### config.mk
export PLATFORM = sky130hd
export DESIGN_NAME = tcu_tag_dispatch
export DESIGN_NICKNAME = d
export VERILOG_FILES = /design/src/rtl/tcu_tag_dispatch_pkg.sv /design/src/rtl/tcu_tag_dispatch_rr.sv /design/src/rtl/tcu_tag_dispatch.sv
export SDC_FILE = /design/constraint.sdc
export NUM_CORES = 1
export LEC_CHECK = 0
export CORE_MARGIN = 5
export CORE_UTILIZATION = 46
export CTS_CLUSTER_SIZE = 30
export DETAILED_ROUTE_END_ITERATION = 16
export GPL_TIMING_DRIVEN = 0
export PLACE_DENSITY = 0.92
export SYNTH_ARGS = -nofsm -noshare
export SYNTH_HDL_FRONTEND = slang
export SYNTH_HIERARCHICAL = 1
export SYNTH_SLANG_ARGS = --single-unit
### constraint.sdc
create_clock -name clk -period 12.8 [get_ports clk]
set_input_delay 2.56 -clock clk [delete_from_list [all_inputs] [get_ports clk]]
set_output_delay 2.56 -clock clk [all_outputs]
set_load 0.01 [all_outputs]
### src/rtl/tcu_tag_dispatch_pkg.sv
// -----------------------------------------------------------------------------
// tcu_tag_dispatch_pkg
// Shared types and constants for the TQU -> TCU egress tag dispatcher.
//   - slot_t      : contents of the single registered output slot {port, tag, eop}
//   - state_e     : dispatcher FSM states (ARB, LOCK)
//   - credit_width: width of a counter able to hold 0..credit_max
//   - STAT_CNT_W  : width of each per-port packet statistics counter
// slot_t is sized for the default geometry (4 ports, 32-bit tags).
// -----------------------------------------------------------------------------
package tcu_tag_dispatch_pkg;

  localparam int DEF_NUM_PORTS = 4;
  localparam int DEF_TAG_W     = 32;
  localparam int SLOT_PORT_W   = $clog2(DEF_NUM_PORTS);
  localparam int STAT_CNT_W    = 16;

  typedef enum logic {
    ARB  = 1'b0,
    LOCK = 1'b1
  } state_e;

  typedef struct packed {
    logic [SLOT_PORT_W-1:0] port;
    logic [DEF_TAG_W-1:0]   tag;
    logic                   eop;
  } slot_t;

  function automatic int credit_width(input int credit_max);
    return $clog2(credit_max + 1);
  endfunction

endpackage

### src/rtl/tcu_tag_dispatch_rr.sv
// -----------------------------------------------------------------------------
// tcu_tag_dispatch_rr
// Circular priority-scan arbiter: grants the first requester at or after ptr,
// wrapping around. Purely combinational.
// Ports:
//   req [NUM_PORTS]  request vector
//   ptr [PTR_W]      scan start position
//   gnt [NUM_PORTS]  one-hot grant (all zero when no request)
// -----------------------------------------------------------------------------
module tcu_tag_dispatch_rr #(
  parameter int NUM_PORTS = 4,
  parameter int PTR_W     = $clog2(NUM_PORTS)
) (
  input  logic [NUM_PORTS-1:0] req,
  input  logic [PTR_W-1:0]     ptr,
  output logic [NUM_PORTS-1:0] gnt
);

  always_comb begin
    int   idx;
    logic found;
    gnt   = '0;
    found = 1'b0;
    idx   = 0;
    for (int i = 0; i < NUM_PORTS; i++) begin
      idx = int'(ptr) + i;
      if (idx >= NUM_PORTS) idx = idx - NUM_PORTS;
      if (!found && req[idx]) begin
        gnt[idx] = 1'b1;
        found    = 1'b1;
      end
    end
  end

endmodule

### src/rtl/tcu_tag_dispatch.sv
// -----------------------------------------------------------------------------
// tcu_tag_dispatch
// Egress tag dispatcher between the Tag Queuing Unit and the Transmit Controller
// Unit. Per-port credit flow control, packet-granular round-robin (tags of two
// packets never interleave), one registered output slot with valid/ready.
// Ports:
//   clk, rst_n           clock, synchronous active-low reset
//   tqu_valid/tag/eop    per-port tag streams from the TQU
//   tqu_ready            per-port accept (combinational from the grant, <=1 hot)
//   tcu_valid/ready      output slot handshake
//   tcu_port/tag/eop     output slot payload
//   tcu_crd_rtn          per-port one-cycle credit return pulses
//   cfg_port_en          per-port enable, sampled at packet boundaries
//   crd_err              sticky per-port credit overflow flag
//   stat_pkt_cnt         per-port saturating packet counters
//                        (only when TCU_TAG_DISPATCH_STATS_EN is defined)
// -----------------------------------------------------------------------------
module tcu_tag_dispatch
  import tcu_tag_dispatch_pkg::*;
#(
  parameter int NUM_PORTS  = DEF_NUM_PORTS,
  parameter int TAG_W      = DEF_TAG_W,
  parameter int CREDIT_MAX = 8
) (
  input  logic                         clk,
  input  logic                         rst_n,
  input  logic [NUM_PORTS-1:0]         tqu_valid,
  input  logic [NUM_PORTS*TAG_W-1:0]   tqu_tag,
  input  logic [NUM_PORTS-1:0]         tqu_eop,
  output logic [NUM_PORTS-1:0]         tqu_ready,
  output logic                         tcu_valid,
  input  logic                         tcu_ready,
  output logic [$clog2(NUM_PORTS)-1:0] tcu_port,
  output logic [TAG_W-1:0]             tcu_tag,
  output logic                         tcu_eop,
  input  logic [NUM_PORTS-1:0]         tcu_crd_rtn,
  input  logic [NUM_PORTS-1:0]         cfg_port_en,
  output logic [NUM_PORTS-1:0]         crd_err
`ifdef TCU_TAG_DISPATCH_STATS_EN
  ,
  output logic [NUM_PORTS*STAT_CNT_W-1:0] stat_pkt_cnt
`endif
);

  localparam int CREDIT_W = credit_width(CREDIT_MAX);
  localparam int PORT_W   = $clog2(NUM_PORTS);

  state_e               state_reg, state_next;
  logic [PORT_W-1:0]    lock_port_reg, lock_port_next;
  logic [PORT_W-1:0]    rr_ptr_reg, rr_ptr_next;
  slot_t                slot_reg;
  logic                 slot_valid_reg;

  logic                 slot_free;
  logic [NUM_PORTS-1:0] credit_nz;
  logic [NUM_PORTS-1:0] req, gnt, accept_vec;
  logic                 accept_any;
  logic [PORT_W-1:0]    winner;
  logic [TAG_W-1:0]     acc_tag;
  logic                 acc_eop;

  assign slot_free = !slot_valid_reg || tcu_ready;

  // In LOCK only the locked port may request, and its enable is ignored so a
  // packet already started always runs to its eop.
  always_comb begin
    req = '0;
    for (int i = 0; i < NUM_PORTS; i++) begin
      if (state_reg == LOCK)
        req[i] = (PORT_W'(i) == lock_port_reg) && tqu_valid[i] && credit_nz[i] && slot_free;
      else
        req[i] = tqu_valid[i] && cfg_port_en[i] && credit_nz[i] && slot_free;
    end
  end

  tcu_tag_dispatch_rr #(
    .NUM_PORTS (NUM_PORTS),
    .PTR_W     (PORT_W)
  ) u_rr (
    .req (req),
    .ptr (rr_ptr_reg),
    .gnt (gnt)
  );

  // Ready is held low while reset is asserted so nothing is taken from the TQU.
  assign tqu_ready  = rst_n ? gnt : '0;
  assign accept_vec = tqu_ready & tqu_valid;
  assign accept_any = |accept_vec;

  always_comb begin
    winner  = '0;
    acc_tag = '0;
    acc_eop = 1'b0;
    for (int i = 0; i < NUM_PORTS; i++) begin
      if (gnt[i]) begin
        winner  = PORT_W'(i);
        acc_tag = tqu_tag[i*TAG_W +: TAG_W];
        acc_eop = tqu_eop[i];
      end
    end
  end

  // FSM: state register
  always_ff @(posedge clk) begin
    if (!rst_n) begin
      state_reg     <= ARB;
      lock_port_reg <= '0;
      rr_ptr_reg    <= '0;
    end else begin
      state_reg     <= state_next;
      lock_port_reg <= lock_port_next;
      rr_ptr_reg    <= rr_ptr_next;
    end
  end

  // FSM: next state. rr_ptr only moves on an eop so arbitration is per packet.
  always_comb begin
    state_next     = state_reg;
    lock_port_next = lock_port_reg;
    rr_ptr_next    = rr_ptr_reg;
    if (accept_any) begin
      if (acc_eop) begin
        state_next  = ARB;
        rr_ptr_next = (winner == PORT_W'(NUM_PORTS - 1)) ? '0 : winner + 1'b1;
      end else begin
        state_next     = LOCK;
        lock_port_next = winner;
      end
    end
  end

  // Output slot: a draining cycle may reload in the same edge.
  always_ff @(posedge clk) begin
    if (!rst_n) begin
      slot_valid_reg <= 1'b0;
      slot_reg       <= '0;
    end else if (accept_any) begin
      slot_valid_reg <= 1'b1;
      slot_reg.port  <= winner;
      slot_reg.tag   <= acc_tag;
      slot_reg.eop   <= acc_eop;
    end else if (tcu_ready) begin
      slot_valid_reg <= 1'b0;
    end
  end

  assign tcu_valid = slot_valid_reg;
  assign tcu_port  = slot_reg.port;
  assign tcu_tag   = slot_reg.tag;
  assign tcu_eop   = slot_reg.eop;

  // Per-port credit counters. Accept and return in one cycle cancel out; a
  // return into a full pool saturates and raises the sticky error.
  genvar gi;
  generate
    for (gi = 0; gi < NUM_PORTS; gi++) begin : g_credit
      logic [CREDIT_W-1:0] credit_reg;
      logic                err_reg;

      always_ff @(posedge clk) begin
        if (!rst_n) begin
          credit_reg <= CREDIT_W'(CREDIT_MAX);
          err_reg    <= 1'b0;
        end else if (accept_vec[gi] && !tcu_crd_rtn[gi]) begin
          credit_reg <= credit_reg - 1'b1;
        end else if (tcu_crd_rtn[gi] && !accept_vec[gi]) begin
          if (credit_reg == CREDIT_W'(CREDIT_MAX))
            err_reg <= 1'b1;
          else
            credit_reg <= credit_reg + 1'b1;
        end
      end

      assign credit_nz[gi] = (credit_reg != '0);
      assign crd_err[gi]   = err_reg;
    end
  endgenerate

`ifdef TCU_TAG_DISPATCH_STATS_EN
  generate
    for (gi = 0; gi < NUM_PORTS; gi++) begin : g_stats
      logic [STAT_CNT_W-1:0] pkt_cnt_reg;

      always_ff @(posedge clk) begin
        if (!rst_n)
          pkt_cnt_reg <= '0;
        else if (accept_vec[gi] && acc_eop && (pkt_cnt_reg != '1))
          pkt_cnt_reg <= pkt_cnt_reg + 1'b1;
      end

      assign stat_pkt_cnt[gi*STAT_CNT_W +: STAT_CNT_W] = pkt_cnt_reg;
    end
  endgenerate
`endif

endmodule

# [Yosys cells after proc, flatten, opt, wreduce, memory -nomap -nowiden]
# Index checks and enable logic that the tools add are counted.
[op_classes] addsub=16 eq_ne=12 n_mux=63 reduce_logical=73 bitwise_logic=9 magnitude_cmp=12
[ops] op="two-way mux 32 bit" n=8
[ops] op=">= comparator 32 x 1 -> 1 bit, second input constant" n=4
[ops] op="less-than comparator 32 x 4 -> 1 bit, second input constant" n=4
[ops] op=">= comparator 32 x 4 -> 1 bit, second input constant" n=3
[ops] op="subtractor 32 x 4 -> 32 bit, second input constant" n=3
[ops] op="two-way mux 4 bit" n=17
[ops] op="logical AND 1 bit" n=39
[ops] op="two-way mux 1 bit" n=27
[ops] op="adder 4 x 1 -> 4 bit, second input constant" n=4
[ops] op="equality test 4 bit, second input constant" n=4
[ops] op="nonzero test 4 bit" n=4
[ops] op="subtractor 4 x 1 -> 4 bit, second input constant" n=4
[ops] op="logical NOT 1 bit" n=12
[ops] op="bitwise OR 4 bit" n=3
[ops] op="AND reduction 2 bit" n=6
[ops] op="AND reduction 3 bit" n=4
[ops] op="nonzero test 2 bit" n=5
[ops] op="binary-select mux 1 bit (select 2 bit)" n=4
[ops] op="demux 1 bit (select 2 bit)" n=4
[ops] op="!= test 2 bit, second input constant" n=4
[ops] op="adder 2 x 2 -> 3 bit, second input constant" n=2
[ops] op="two-way mux 2 bit" n=3
[ops] op="inverter 1 bit" n=5
[ops] op="AND 4 bit" n=1
[ops] op="10 further kinds" n=11
[totals] reg_bits=61 input_bits=147

# [Logic depth before layout (Yosys ltp)]
# Gate-level depths: netlist of run 1.
[depth] depth_word=24 ltp_mapped=24 ltp_nobuf=19

# [Modules after synthesis]
# The synthesis of run 1 kept the hierarchy.
[by_module_without_submodules] mod="tcu_tag_dispatch" area_each_um2=3824.9 seq_area_each_um2=1221.2 n_inst=1 cells_each=485
[by_module_without_submodules] mod="tcu_tag_dispatch_rr" area_each_um2=357.8 seq_area_each_um2=0.0 n_inst=1 cells_each=38

# [Least setup slack after synthesis of run 1]
# No wires, ideal clock.
[synth_timing] path_kind="input to output" from="input cfg_port_en[3]" to="output tqu_ready[2]" path_stages=11 slack_ps=5531 t_arrival_ps=4709 path_cell_list="nor2b_1 -> a31oi_1 -> nor3_1 -> mux4_2 -> buf_6 -> nor4b_4 -> nand2_1 -> o211ai_1 -> buf_4 -> buf_2 -> and2_1"
[synth_between] elab_chain_len=18
[synth_rtl] item="start, declared" line="tcu_tag_dispatch.sv:37" rtl="input logic [NUM_PORTS-1:0] cfg_port_en,"
[synth_rtl] item="logical AND 1 bit (*) (3 in series)" line="tcu_tag_dispatch.sv:72" rtl="req[i] = tqu_valid[i] && cfg_port_en[i] && credit_nz[i] && slot_free;"
[synth_rtl] item="two-way mux 1 bit (*)" line="tcu_tag_dispatch.sv:69" rtl="if (state_reg == LOCK)"
[synth_rtl] item="named net req[3]" line="tcu_tag_dispatch.sv:56" rtl="logic [NUM_PORTS-1:0] req, gnt, accept_vec;"
[synth_rtl] item="binary-select mux 1 bit (select 2 bit)" line="tcu_tag_dispatch_rr.sv:28" rtl="if (!found && req[idx]) begin"
[synth_rtl] item="two-way mux 1 bit (implied by the code) (2 in series)" line="tcu_tag_dispatch_rr.sv:28"
[synth_rtl] item="two-way mux 1 bit" line="tcu_tag_dispatch_rr.sv:28"
[synth_rtl] item="logical NOT 1 bit" line="tcu_tag_dispatch_rr.sv:28"
[synth_rtl] item="logical AND 1 bit" line="tcu_tag_dispatch_rr.sv:28"
[synth_rtl] item="two-way mux 1 bit" line="tcu_tag_dispatch_rr.sv:28"
[synth_rtl] item="logical NOT 1 bit" line="tcu_tag_dispatch_rr.sv:28"
[synth_rtl] item="logical AND 1 bit" line="tcu_tag_dispatch_rr.sv:28"
[synth_rtl] item="two-way mux 1 bit" line="tcu_tag_dispatch_rr.sv:28"
[synth_rtl] item="logical NOT 1 bit" line="tcu_tag_dispatch_rr.sv:28"
[synth_rtl] item="logical AND 1 bit" line="tcu_tag_dispatch_rr.sv:28"
[synth_rtl] item="two-way mux 4 bit (*)" line="tcu_tag_dispatch_rr.sv:28"
[synth_rtl] item="named net gnt[2]" line="tcu_tag_dispatch.sv:56"
[synth_rtl] item="two-way mux 4 bit (*)" line="tcu_tag_dispatch.sv:86" rtl="assign tqu_ready = rst_n ? gnt : '0;"
[synth_rtl] item="end, declared" line="tcu_tag_dispatch.sv:30" rtl="output logic [NUM_PORTS-1:0] tqu_ready,"
# The timed path passes the listed nets; every way through them passes the cells marked *. The select of a mux whose other input is x is not followed.

# [Final worst setup path of run 1]
# Same ends and word-level chain as after synthesis.

==> results_dict.tcl, run 1 <==
set metrics [dict create \
    worstHoldPathType "reg -> reg" \
    root_buffer "clkbuf_8" \
    grt_usage_pct 27.4 \
    tritoncts "built" \
    synth_area_mm2 0.00418 \
    wire_per_inst_um 19.0 \
    required_ns 10.24 \
    met2_usage_pct 48.4 \
    nFillCells 636 \
    path_class "in -> out" \
    synthDistinctLibCells 52 \
    max_slew_margin_pct 53.8 \
    cts.sinks 61 \
    rsz0062_at_grt "no" \
    fp.dieW_um 105 \
    reg2reg_from "g_credit[0].credit_reg[1]$_SDFFE_PN0P_" \
    rows 34 \
    vias_per_cell 6.12 \
    max_slew.worst_pin.slew_ns 0.690 \
    holdPathEnd "g_credit[3].err_reg$_SDFFE_PN0P_" \
    regToRegSetupSlack_ns 7.80 \
    start_kind "input port" \
    syn_inst 523 \
    path_buf_inv 5 \
    fmax_mhz 114 \
    fin_worst_skew_ns 0.0114 \
    powerDensity_mw_per_mm2 190 \
    async_flop_share_pct 0 \
    end_kind "primary output" \
    cts_made_buffers 9 \
    power.leakage_nw 2.50 \
    pin_count 191 \
    finalHoldViolations 0 \
    finalWeightedCongestion 0.858 \
    first_iter_violations 394 \
    setup_slack_ns 4.05 \
    cts_setup_buffers 0 \
    critPathTopFamily "buffers and inverters" \
    power.total_mw 1.22 \
    vias 5125 \
    maxCapViolations 0 \
    num-nets-final 895 \
    yosysSeqAreaShare_pct 29.2 \
    diodes 0 \
    cp_common_cell "clkdlybuf4s50_1" \
    drt_wl_total_um 15900 \
    fin_crit_ns 8.75 \
    use_met3_pct 9.47 \
    cts-hold-fix-buffers 0 \
    firstDrtPassIters 5 \
    maxSlewViolCount 0 \
    worst_path_max_delay_cell "o211ai_1" \
    worstSetupPathDepth 13 \
    synth.avg_cell_area_um2 8.00 \
    cts.clk_slew.worst_paths_ns 0.07 \
    reg2reg_depth 21 \
    yosys-top-cells-count "o21ai_0 (71), nand2_1 (62), dfxtp_1 (61)" \
    cp_slowest_stage_delay_ns 0.59 \
    min_from "g_credit[3].err_reg$_SDFFE_PN0P_" \
    drt.antenna.violating_nets 0 \
    initial_utilization_pct 47.5 \
    yosysMostFrequentCell "o21ai_0" \
    crit_chain "clkdlybuf4s50_1 > nor2b_1 > a31oi_1 > nor3_1 > mux4_2 > buf_6 > nor2_1 > nand2_1 > o211ai_1 > buf_4 > buf_2 > and2_1 > clkdlybuf4s50_1" \
    syn_nets 694 \
    overflow 0 \
    port-buffer-count 190 \
    htree_num_levels 3 \
    met1_usage_pct 30.3 \
    ys_ff_latch 61 \
    grt_pass1_wl_um 24700 \
    antenna_found_initial 0 \
    grt_pass1_vias 4994 \
    clk_path_buf_depth 2 \
    r2r_end "g_credit[2].credit_reg[2]$_SDFFE_PN0P_" \
    status "finished, final reports clean" \
    timing.final.crit_share_pct 68.3 \
    drc_errors 0 \
    grt_max_degree 12 \
    ys_warn_count 6 \
    die-area_mm2 0.0111 \
    critPathMaxFanout 10 \
    vdd_drop_max_v 0.000164 \
    setup_viol 0 \
    area_growth_pct 54.1 \
    busiest_layer "met2" \
    hpwl_um 12300 \
    dp_worst_setup_slack_ns 4.11 \
    final_util_pct 73.2 \
    synth_edf_count 0 \
    cts_resized 0 \
    dieHeight_um 105 \
    synth_ff_type "dfxtp_1" \
    drive_above_1_share_pct 7.27 \
    crit_arrival_ns 6.19 \
    synth.area.top_cells "dfxtp_1 (29%), o21ai_0 (8.5%), ha_1 (7.2%)" \
    design.core.area_mm2 0.00881 \
    clk_latency_ns 0.34 \
    synth_largest_area_cell "dfxtp_1" \
    largest_register_ffs 32 \
    setup-tns-final_ns 0 \
    netlist.area_leader.share_pct 29.2 \
    hold_depth 2 \
]
worst register-to-register path, stage by stage, from the launching register on:
cell	delay (ns)
dfxtp_1	0.30
buf_2	0.16
nor4_1	0.37
nor3_1	0.17
mux4_2	0.49
buf_6	0.16
nor2_1	0.10
nand2_1	0.12
o211ai_1	0.59
buf_4	0.29
buf_2	0.24
and2_1	0.21
nand2_1	0.10
inv_1	0.10
ha_1	0.14
clkbuf_1	0.34
xor2_1	0.14
ha_1	0.20
a21oi_1	0.26
xor2_1	0.11
o211ai_1	0.17
o41ai_1	0.10
worst max path at each step:
stage / from / endpoint / slack [ns]
finish: cfg_port_en[3] / tqu_ready[2] / 4.05
global route: tcu_ready / tqu_ready[2] / 3.92
CTS: cfg_port_en[3] / tqu_ready[2] / 4.09
detailed placement: cfg_port_en[3] / tqu_ready[2] / 4.11
global placement: tcu_ready / tqu_ready[2] / 4.20
floorplan: cfg_port_en[3] / tqu_ready[2] / 5.53
routing by layer:
layer	wire length, um	up-vias	part of all wire [%]
li1	-	2350	-
met2	7920	292	50
met3	1670	59	10
met5	0	-	0
met4	551	0	3.5
met1	5760	2424	36
layout make-up:
| class | count | area (um^2) | area share (%) |
|---|---|---|---|
| Tap cell | 108 | 135 | 2.10 |
| Multi-Input combinational cell | 388 | 2620 | 40.7 |
| Clock buffer | 10 | 138 | 2.14 |
| Clock inverter | 6 | 86.3 | 1.34 |
| Sequential cell | 61 | 1220 | 19.0 |
| Inverter | 23 | 86.3 | 1.34 |
| Buffer | 51 | 253 | 3.92 |
| Timing Repair Buffer | 190 | 1900 | 29.5 |
layout by cell type, fill, tap and decap left out, types with 4 or more instances in the layout:
cell             count
clkdlybuf4s50_1    190
o21ai_0             71
nand2_1             62
dfxtp_1             61
a21oi_1             33
a31oi_1             32
a221o_1             29
clkbuf_1            25
ha_1                24
inv_1               22
buf_2               16
nor3b_1             15
nor2_1              14
o211ai_1            12
clkbuf_8            10
xor2_1               8
nor3_1               8
o21ai_1              8
buf_4                7
nor2b_1              7
nand3_1              4
nor4b_1              4
and3b_1              4
or4b_1               4
a41oi_1              4
o41ai_1              4
per-stage QoR:
step,std cells,hold slack [ns],instance area [um^2]
2_1_floorplan,523,0.438,4180
3_3_place_gp,821,0.450,6220
3_5_place_dp,821,0.464,6220
4_1_cts,837,0.482,6440
5_1_grt,837,0.519,6440
6_report,837,0.477,6440
where the power goes:
part | total (mW) | internal (mW) | switching [mW]
clock | 0.196 | 0.115 | 0.0817
combinational | 0.741 | 0.345 | 0.395
sequential | 0.285 | 0.246 | 0.0385
cell families after synthesis:
family | share of synthesized area [%]
flip-flops | 29.2
AO/OA/AOI/OAI | 33.5
adder cells (fa/ha/maj) | 7.18
AND/OR/NAND/NOR | 17.8
buffers and inverters | 8.11
XOR/XNOR | 1.68
multiplexers | 2.57
(Power assumes the default switching activity.)
==> run 2, diff against run 1 <==
--- a/config.mk
+++ b/config.mk
@@ -6,11 +6,11 @@
 export NUM_CORES = 1
 export LEC_CHECK = 0
 export CORE_MARGIN = 5
-export CORE_UTILIZATION = 46
+export CORE_UTILIZATION = 38
 export CTS_CLUSTER_SIZE = 30
 export DETAILED_ROUTE_END_ITERATION = 16
 export GPL_TIMING_DRIVEN = 0
-export PLACE_DENSITY = 0.92
+export PLACE_DENSITY = 0.81
 export SYNTH_ARGS = -nofsm -noshare
 export SYNTH_HDL_FRONTEND = slang
 export SYNTH_HIERARCHICAL = 1
==> constraint.sdc (replaced) <==
create_clock -name clk -period 7.26 [get_ports clk]
set_input_delay 1.452 -clock clk [delete_from_list [all_inputs] [get_ports clk]]
set_output_delay 1.452 -clock clk [all_outputs]
set_load 0.01 [all_outputs]
==> run 2 against run 1 <==
Cell area rose by 0.41%. Clock skew down 0.0022 ns. Via count decreased by 3.8%. Flip-flop and latch count is the same. First-iteration DRC count is 22% lower. Non-clock buffer count did not move. Sequential share of layout area shrank 0.077 points. Utilization down 13 points. Count of clock-buffer cells in the layout up 1. Sequential power increased by 76%.
==> results_dict.tcl, run 2 (same netlist as run 1, synthesis figures left out) <==
set metrics [dict create \
    status "finished, final reports clean" \
    overflow 0 \
    end_kind "primary output" \
    maxCapViolations 0 \
    drc_errors 0 \
    layoutNonFillerInstCount 869 \
    firstDrtPassIters 5 \
    placed_cell_area_mm2 0.00626 \
    clk_latency_ns 0.35 \
    design.core.area_mm2 0.0108 \
    final_cell_mix "clkdlybuf4s50_1 (190), o21ai_0 (71), nand2_1 (62)" \
    vias_per_cell 5.67 \
    rows 38 \
    port-buffer-count 190 \
    cp_slowest_stage_delay_ns 0.55 \
    crit_chain "clkdlybuf4s50_1 > nand2b_1 > nand3_1 > a21oi_1 > mux4_2 > buf_6 > nor4b_4 > nand2_1 > o211ai_1 > buf_4 > buf_2 > and2_1 > clkdlybuf4s50_1" \
    htree_num_levels 3 \
    powerDensity_mw_per_mm2 327 \
    timing.final.crit_share_pct 89.2 \
    hpwl_um 12500 \
    placedCellCount 853 \
    vias 4928 \
    hold_depth 2 \
    cts.sinks 61 \
    worst_path_max_delay_cell "clkdlybuf4s50_1" \
    root_buffer "clkbuf_8" \
    use_met3_pct 9.00 \
    busiest_layer "met2" \
    cp_common_cell "clkdlybuf4s50_1" \
    fin_worst_skew_ns 0.00918 \
    cts_resized 0 \
    rsz0062_at_grt "no" \
    grt_usage_pct 23.7 \
    power.leakage_nw 2.49 \
    wire_per_inst_um 18.3 \
    worstHoldPathType "reg -> reg" \
    diodes 0 \
    reg2reg_depth 21 \
    grt_pass1_wl_um 25000 \
    min_from "g_credit[0].err_reg$_SDFFE_PN0P_" \
    cts-hold-fix-buffers 0 \
    worstSetupPathDepth 13 \
    cts_setup_buffers 0 \
    seqCellArea_mm2 0.00122 \
    fp.dieW_um 115 \
    critPathLaunch "tcu_ready" \
    maxSlewViolCount 0 \
    setup-tns-final_ns 0 \
    fmax_mhz 154 \
    num-nets-final 895 \
    setup_viol 0 \
    dieHeight_um 115 \
    start_kind "input port" \
    met2_usage_pct 40.0 \
    initial_utilization_pct 38.8 \
    vdd_drop_max_v 0.000213 \
    drt_wl_total_um 15900 \
    die-area_mm2 0.0132 \
    clk_path_buf_depth 2 \
    finalHoldViolations 0 \
    critPathTopFamily "buffers and inverters" \
    drive_above_1_share_pct 7.27 \
    antenna_found_initial 0 \
    tritoncts "built" \
    area_growth_pct 54.7 \
    required_ns 5.81 \
    first_iter_violations 306 \
    finalWeightedCongestion 0.954 \
    critPathMaxFanout 10 \
    path_class "in -> out" \
    cts.clk_slew.worst_paths_ns 0.07 \
    drt.antenna.violating_nets 0 \
    largest_register_ffs 32 \
    dp_worst_setup_slack_ns 0.813 \
    grt_pass1_vias 4993 \
    setup_slack_ns 0.785 \
    final_common_cell "clkdlybuf4s50_1" \
    crit_arrival_ns 5.02 \
    reg2reg_from "g_credit[3].credit_reg[1]$_SDFFE_PN0P_" \
    max_slew.worst_pin.slew_ns 0.652 \
    fin_crit_ns 6.48 \
    final_util_pct 59.9 \
    cts_made_buffers 9 \
    grt_max_degree 12 \
    path_buf_inv 5 \
    multiInputGateArea_mm2 0.00262 \
    nFillCells 933 \
    final_area_mm2 0.00647 \
    pin_count 191 \
    met1_usage_pct 27.7 \
    max_slew_margin_pct 56.5 \
]
==> run 2: cell count changes in the layout (fill, tap and decap cells not counted), sizes merged <==
cell,before,now
bufinv,2,1
clkbuf,35,36
clkinv,3,2
clkinvlp,1,2
==> run 2: worst paths after layout <==
kind / endpoint / slack (ns)
min reg2reg: g_credit[0].err_reg$_SDFFE_PN0P_ / 0.48
max reg2reg: g_credit[2].credit_reg[2]$_SDFFE_PN0P_ / 2.41
min: g_credit[0].err_reg$_SDFFE_PN0P_ / 0.48
max: tqu_ready[2] / 0.78
==> run 2: tightest hold or removal path, cell delays in order (launching register included) <==
cell and delay (ns):
dfxtp_1 0.34, a21oi_1 0.05, nor2_1 0.07
==> run 2: power breakdown <==
| group | switching (mW) | internal (mW) | total, mW |
|---|---|---|---|
| sequential | 0.0661 | 0.434 | 0.501 |
| clock | 0.148 | 0.177 | 0.325 |
| combinational | 0.683 | 0.609 | 1.29 |
| total | 0.897 | 1.22 | 2.12 |
==> run 2: final cells by class <==
cell class | count | share of cell area (%)
clock buffer | 11 | 2.34
clock inverter | 5 | 0.909
multi-input combinational | 388 | 40.5
buffer | 51 | 3.91
sequential | 61 | 18.9
timing repair buffer | 190 | 29.4
tap | 140 | 2.71
inverter | 23 | 1.33
==> run 2: metal layers <==
metal  part of all wire [%]  vias up
li1                       -     2349
met1                     38     2314
met2                     50      235
met3                    9.5       30
met4                    2.6        0
met5                      0        -
==> run 2: per-stage QoR <==
| stage | power, mW | hold WS (ns) |
|---|---|---|
| final | 2.12 | 0.482 |
| after global routing | 2.26 | 0.523 |
| after CTS | 2.11 | 0.487 |
| after detailed placement | 1.78 | 0.468 |
| after global placement | 1.75 | 0.449 |
| after floorplan | 1.28 | 0.438 |
==> run 3, diff against run 2 <==
--- a/config.mk
+++ b/config.mk
@@ -7,7 +7,6 @@
 export LEC_CHECK = 0
 export CORE_MARGIN = 5
 export CORE_UTILIZATION = 38
-export CTS_CLUSTER_SIZE = 30
 export DETAILED_ROUTE_END_ITERATION = 16
 export GPL_TIMING_DRIVEN = 0
 export PLACE_DENSITY = 0.81
==> results of run 3 <==
The final DEF is identical to that of run 2; final timing and power are the same.
